==> src/rtl/div_pkg.sv <==
// Shared definitions for the sequential signed divider: FSM states, default width and
// the iteration-counter width helper.
package div_pkg;

  localparam int unsigned DefaultW = 16;

  typedef enum logic [1:0] {
    StIdle = 2'd0,
    StCalc = 2'd1,
    StFix  = 2'd2
  } div_state_e;

  // Counter must hold 0..W, so it needs $clog2(W+1) bits.
  function automatic int unsigned cnt_width(input int unsigned w);
    return $clog2(w + 1);
  endfunction

endpackage

==> src/rtl/div_addsub.sv <==
// Ripple-carry adder/subtractor; subtraction inverts b and injects carry-in of one.
module div_addsub #(
  parameter int unsigned N = 17
) (
  input  logic [N-1:0] a,
  input  logic [N-1:0] b,
  input  logic         sub,
  output logic [N-1:0] sum,
  output logic         cout
);

  always_comb begin
    logic c;
    logic bb;
    sum  = '0;
    c    = sub;
    bb   = 1'b0;
    for (int i = 0; i < int'(N); i++) begin
      bb     = b[i] ^ sub;
      sum[i] = a[i] ^ bb ^ c;
      c      = (a[i] & bb) | (c & (a[i] ^ bb));
    end
    cout = c;
  end

endmodule

==> src/rtl/signed_div_seq.sv <==
// Iterative restoring signed divider: one quotient bit per clock, truncating quotient,
// remainder carrying the dividend's sign, fixed latency of W+1 cycles after start.
module signed_div_seq
  import div_pkg::*;
#(
  parameter int unsigned W = DefaultW
) (
  input  logic         clk,
  input  logic         rst,
  input  logic         start,
  input  logic [W-1:0] dividend,
  input  logic [W-1:0] divisor,
  output logic [W-1:0] quo,
  output logic [W-1:0] rem,
  output logic         busy,
  output logic         done,
  output logic         div_by_zero
);

  localparam int unsigned CntW = cnt_width(W);

  div_state_e state_q, state_d;

  logic [CntW-1:0] cnt_q;
  logic [W:0]      r_q;
  logic [W-1:0]    qmag_q;
  logic [W-1:0]    dmag_q;
  logic            sign_n_q, sign_d_q, zero_q;
  logic [W-1:0]    quo_q, rem_q;
  logic            done_q, dbz_q;

  logic [W:0]      trial;
  logic            trial_cout;
  logic            last_iter;
  logic [W-1:0]    quo_fix, rem_fix;
  logic            unused_bits;

  div_addsub #(
    .N (W + 1)
  ) u_addsub (
    .a    ({r_q[W-1:0], qmag_q[W-1]}),
    .b    ({1'b0, dmag_q}),
    .sub  (1'b1),
    .sum  (trial),
    .cout (trial_cout)
  );

  // R never exceeds |divisor| so its top bit and the carry-out carry no extra information.
  assign unused_bits = trial_cout ^ r_q[W];

  assign last_iter = (cnt_q == CntW'(W - 1));

  always_ff @(posedge clk) begin
    if (rst) begin
      state_q <= StIdle;
    end else begin
      state_q <= state_d;
    end
  end

  always_comb begin
    state_d = state_q;
    unique case (state_q)
      StIdle:  if (start) state_d = StCalc;
      StCalc:  if (last_iter) state_d = StFix;
      StFix:   state_d = StIdle;
      default: state_d = StIdle;
    endcase
  end

  // Divide-by-zero forces an all-ones quotient regardless of the dividend's sign.
  always_comb begin
    quo_fix = (sign_n_q ^ sign_d_q) ? -qmag_q : qmag_q;
    if (zero_q) quo_fix = '1;
    rem_fix = sign_n_q ? -r_q[W-1:0] : r_q[W-1:0];
  end

  always_ff @(posedge clk) begin
    if (rst) begin
      cnt_q    <= '0;
      r_q      <= '0;
      qmag_q   <= '0;
      dmag_q   <= '0;
      sign_n_q <= 1'b0;
      sign_d_q <= 1'b0;
      zero_q   <= 1'b0;
      quo_q    <= '0;
      rem_q    <= '0;
      done_q   <= 1'b0;
      dbz_q    <= 1'b0;
    end else begin
      done_q <= (state_q == StFix);
      unique case (state_q)
        StIdle: begin
          if (start) begin
            qmag_q   <= dividend[W-1] ? -dividend : dividend;
            dmag_q   <= divisor[W-1] ? -divisor : divisor;
            sign_n_q <= dividend[W-1];
            sign_d_q <= divisor[W-1];
            zero_q   <= (divisor == '0);
            r_q      <= '0;
            cnt_q    <= '0;
          end
        end
        StCalc: begin
          if (!trial[W]) begin
            r_q    <= trial;
            qmag_q <= {qmag_q[W-2:0], 1'b1};
          end else begin
            r_q    <= {r_q[W-1:0], qmag_q[W-1]};
            qmag_q <= {qmag_q[W-2:0], 1'b0};
          end
          cnt_q <= cnt_q + CntW'(1);
        end
        StFix: begin
          quo_q <= quo_fix;
          rem_q <= rem_fix;
          dbz_q <= zero_q;
        end
        default: ;
      endcase
    end
  end

  assign quo         = quo_q;
  assign rem         = rem_q;
  assign busy        = (state_q != StIdle);
  assign done        = done_q;
  assign div_by_zero = dbz_q;

endmodule

==> config.mk <==
export PLATFORM = sky130hd
export DESIGN_NAME = signed_div_seq
export DESIGN_NICKNAME = d
export VERILOG_FILES = /design/src/rtl/div_pkg.sv /design/src/rtl/div_addsub.sv /design/src/rtl/signed_div_seq.sv
export SDC_FILE = /design/constraint.sdc
export NUM_CORES = 1
export LEC_CHECK = 0
export CAP_MARGIN = 30
export CORE_ASPECT_RATIO = 1.5
export CORE_MARGIN = 3
export CORE_UTILIZATION = 30
export CTS_CLUSTER_SIZE = 14
export DETAILED_ROUTE_END_ITERATION = 8
export PLACE_DENSITY = 0.6
export SYNTH_ARGS = -nofsm -noshare
export SYNTH_HDL_FRONTEND = slang
export SYNTH_SLANG_ARGS = --single-unit
==> constraint.sdc <==
create_clock -name clk -period 6.3 [get_ports clk]
set_input_delay 1.26 -clock clk [delete_from_list [all_inputs] [get_ports clk]]
set_output_delay 1.26 -clock clk [all_outputs]
set_load 0.02 [all_outputs]
==> results.json <==
{
  "status": "finished, final reports clean",
  "muxShareOfSynthArea_pct": 0.5946,
  "grt_overflow": 0,
  "synth_edf_count": 0,
  "crit_arrival_ns": 6.52,
  "wire_per_inst_um": 14.26,
  "total_power_uw": 1783,
  "timing.fmax_mhz": 160.1,
  "period_minus_slack_ns": 6.247,
  "yosys-top-cells-area": "dfxtp_1, xor2_1, nor2_1, fa_1, a211oi_1",
  "switching_share_pct": 33.55,
  "grt_pass1_vias": 4437,
  "r2r_start": "qmag_q[15]",
  "use_met1_pct": 15.85,
  "peakVddDrop_uv": 162.5,
  "r2r-end": "r_q[4]",
  "grt_pass1_wl_um": 21090,
  "antenna_found_initial": 0,
  "power.density_nw_per_um2": 279.2,
  "hp-class": "flip-flop to flip-flop",
  "synth_seq_cells": 92,
  "reg2reg_slack_ns": 0.05,
  "p_leak_uw": 0.002204,
  "drv_slew": 0,
  "totalWireLength_um": 12530,
  "cts-htree-levels": 3,
  "p_sw_uw": 598.1,
  "startpoint": "qmag_q[15]",
  "start_util_pct": 30.92,
  "area_growth_pct": 26.44,
  "clock_sinks": 92,
  "synth_xor_area_share_pct": 9.192,
  "seqPwrFrac_pct": 37.7,
  "ys_warn_count": 0,
  "synth_nets": 672,
  "synth_compound_area_share_pct": 21.85,
  "grt_busiest_layer": "met2",
  "cp-start-kind": "flip-flop",
  "finalHoldViolations": 0,
  "async_reset_ff_share_pct": 0,
  "postSynthCellCount": 615,
  "grt_use_met3_pct": 2.676,
  "rsz0062_at_grt": "yes",
  "fin_crit_sh_pct": 99.16,
  "avgSynthCellArea_um2": 8.211,
  "finClkSkew_ns": 0.006722,
  "synthAdderAreaFrac_pct": 7.681,
  "dp_hpwl_um": 9357,
  "finalSetupViolCount": 0,
  "end_kind": "flip-flop",
  "port_buffers": 69,
  "instances_no_fill": 879,
  "hold_ws_ns": 0.4592,
  "crit_end": "r_q[4]",
  "netlist_area_um2": 5050,
  "core_um2": 16330,
  "track_usage_pct": 13.79,
  "dr.pass1.iters": 4,
  "num_rows": 57,
  "die_x_um": 111.9,
  "cp.required_ns": 6.58,
  "critPathMaxFanout": 5,
  "synth_area_leader_cell": "dfxtp_1",
  "layout.nets": 725,
  "grt_max_degree": 53,
  "place.gp.congestion": 0.8732,
  "synth_top_area_share_pct": 36.47,
  "antenna_cells": 0,
  "fill_cells": 1581,
  "drive_gt1_share_pct": 10.85,
  "p_int_uw": 1185,
  "synth.distinct_cells": 46,
  "ant_nets": 0,
  "die_height_um": 164.9,
  "cts_root_buffer": "clkbuf_16",
  "cts_buffer_depth": 2,
  "drc": 0,
  "cts_hold_buf": 0,
  "cts_tree": "done",
  "use_met2_pct": 24.86,
  "synth_top_family_by_area": "compound AO/OA/AOI/OAI gates",
  "vias": 4449,
  "power_frac_clock_pct": 30.0,
  "first_iter_violations": 212,
  "numCtsBuffers": 9,
  "design.die.area_um2": 18460,
  "clk_pin_slew_ns": 0.06,
  "insertion_delay_ns": 0.34,
  "synthFlopType": "dfxtp_1",
  "combPwrFrac_pct": 32.3,
  "max_cap_violations": 0,
  "io_pins": 70,
  "post_drt_via_cell_ratio": 5.061,
  "synthSimpleGateAreaFrac_pct": 18.76,
  "ys_seq_area_share_pct": 36.47,
  "critPathKind": "flip-flop to flip-flop",
  "worst_pin_slew_ns": 0.9848,
  "slew_headroom_pct": 33.88,
  "ff2ff_path_depth": 27,
  "placedCellCount": 861
}
==> worst min path at each step <==
stage	end	cells past startpoint	from
final	div_by_zero	2	div_by_zero
after global routing	dmag_q[15]	2	dmag_q[15]
after CTS	div_by_zero	2	div_by_zero
after detailed placement	div_by_zero	2	div_by_zero
after global placement	div_by_zero	2	div_by_zero
after floorplan	dmag_q[0]	2	dmag_q[0]
==> power groups by stage <==
| stage | sequential (µW) | clock [µW] | combinational, µW |
|---|---|---|---|
| floorplan | 667 | 0 | 374 |
| global placement | 682 | 0 | 500 |
| detailed placement | 684 | 0 | 514 |
| CTS | 672 | 546 | 542 |
| global route | 679 | 570 | 652 |
| finish | 673 | 535 | 575 |
==> cells by family (layout without fill, tap and decap cells) <==
logic type	count (synthesis)	after routing
compound gates	163	163
xor+xnor	53	53
fa+ha+maj	22	22
buf+inv	73	131
flops	92	92
mux	3	3
simple gates	209	209
==> what timing repair did <==
action                                  in CTS  in global routing
buffers inserted                             0                  1
hold endpoints to repair                     0                  0
gates resized for setup                      9                 27
endpoints found under the setup margin      17                 17
cloned                                       1                  0
pin swaps                                    1                 19
==> cells in the mapped netlist, types with 8 or more instances <==
| library cell | number |
|---|---|
| o21ai_0 | 18 |
| xor2_1 | 37 |
| xnor2_1 | 16 |
| nand2_1 | 57 |
| clkbuf_1 | 38 |
| or3_1 | 9 |
| nand3_1 | 9 |
| dfxtp_1 | 92 |
| o22ai_1 | 9 |
| o31ai_1 | 11 |
| fa_1 | 15 |
| a31oi_1 | 13 |
| a211oi_1 | 36 |
| o41ai_1 | 8 |
| nor3_1 | 9 |
| nor2_1 | 86 |
| a22oi_1 | 8 |
| inv_1 | 32 |
| a21oi_1 | 40 |
==> metrics by stage <==
step	instance area [µm²]	TNS, ns	utilization, %	worst slack (ns)
2_1_floorplan	5091	0	-	0.01511
3_3_place_gp	5978	-0.4780	36.60	-0.05561
3_5_place_dp	5978	-1.369	36.60	-0.1327
4_1_cts	6312	0	38.65	0.02662
5_1_grt	6385	-2.654	39.09	-0.2105
6_report	6385	0	39.09	0.05293
==> sequential cells by signal, summed over array words and instances, names as in the netlist <==
signal / cells
cnt_q: 5
div_by_zero: 1
dmag_q: 16
done: 1
qmag_q: 16
quo: 16
r_q: 16
rem: 16
sign_d_q: 1
sign_n_q: 1
state_q: 2
zero_q: 1
==> metal layers <==
layer	wire, µm	part of all wire (%)	up-vias
met1	5223	42	2081
li1	-	-	2271
met5	0	0	-
met2	6578	52	75
met4	280	2.2	0
met3	450	3.6	22
==> worst max-delay path: stages, from the launching register on <==
cell and delay (ns):
dfxtp_2 0.32, inv_2 0.07, ha_4 0.13, inv_2 0.03, fa_2 0.32, inv_2 0.06, fa_2 0.18, inv_2 0.04
fa_2 0.34, fa_2 0.38, fa_2 0.38, fa_2 0.35, fa_2 0.35, fa_2 0.34, fa_2 0.35, fa_2 0.35
fa_2 0.35, fa_2 0.34, inv_2 0.06, fa_2 0.20, fa_2 0.21, fa_2 0.28, xor2_4 0.24, buf_6 0.16
nand2_1 0.07, a21oi_2 0.14, a31oi_1 0.05, nor2_1 0.10
==> cell usage in the layout, fill, tap and decap left out, types with 17 or more instances in the layout <==
cell             synthesis  layout
o21ai_0                 18      17
xor2_1                  37      36
inv_1                   32      27
dfxtp_1                 92      90
a21oi_1                 40      36
nor2_1                  86      86
clkdlybuf4s50_1          0      68
a211oi_1                36      36
nand2_1                 57      51
==> layout make-up <==
| class | count | area, µm² | share of cell area [%] |
|---|---|---|---|
| multi-input combinational | 450 | 3057 | 47.87 |
| sequential | 92 | 1844 | 28.89 |
| timing repair buffer | 83 | 814.5 | 12.76 |
| tap | 206 | 257.7 | 4.037 |
| clock buffer | 9 | 225.2 | 3.527 |
| inverter | 32 | 120.1 | 1.881 |
| clock inverter | 7 | 66.31 | 1.039 |
Note: power is estimated with default switching activity, not from simulation.
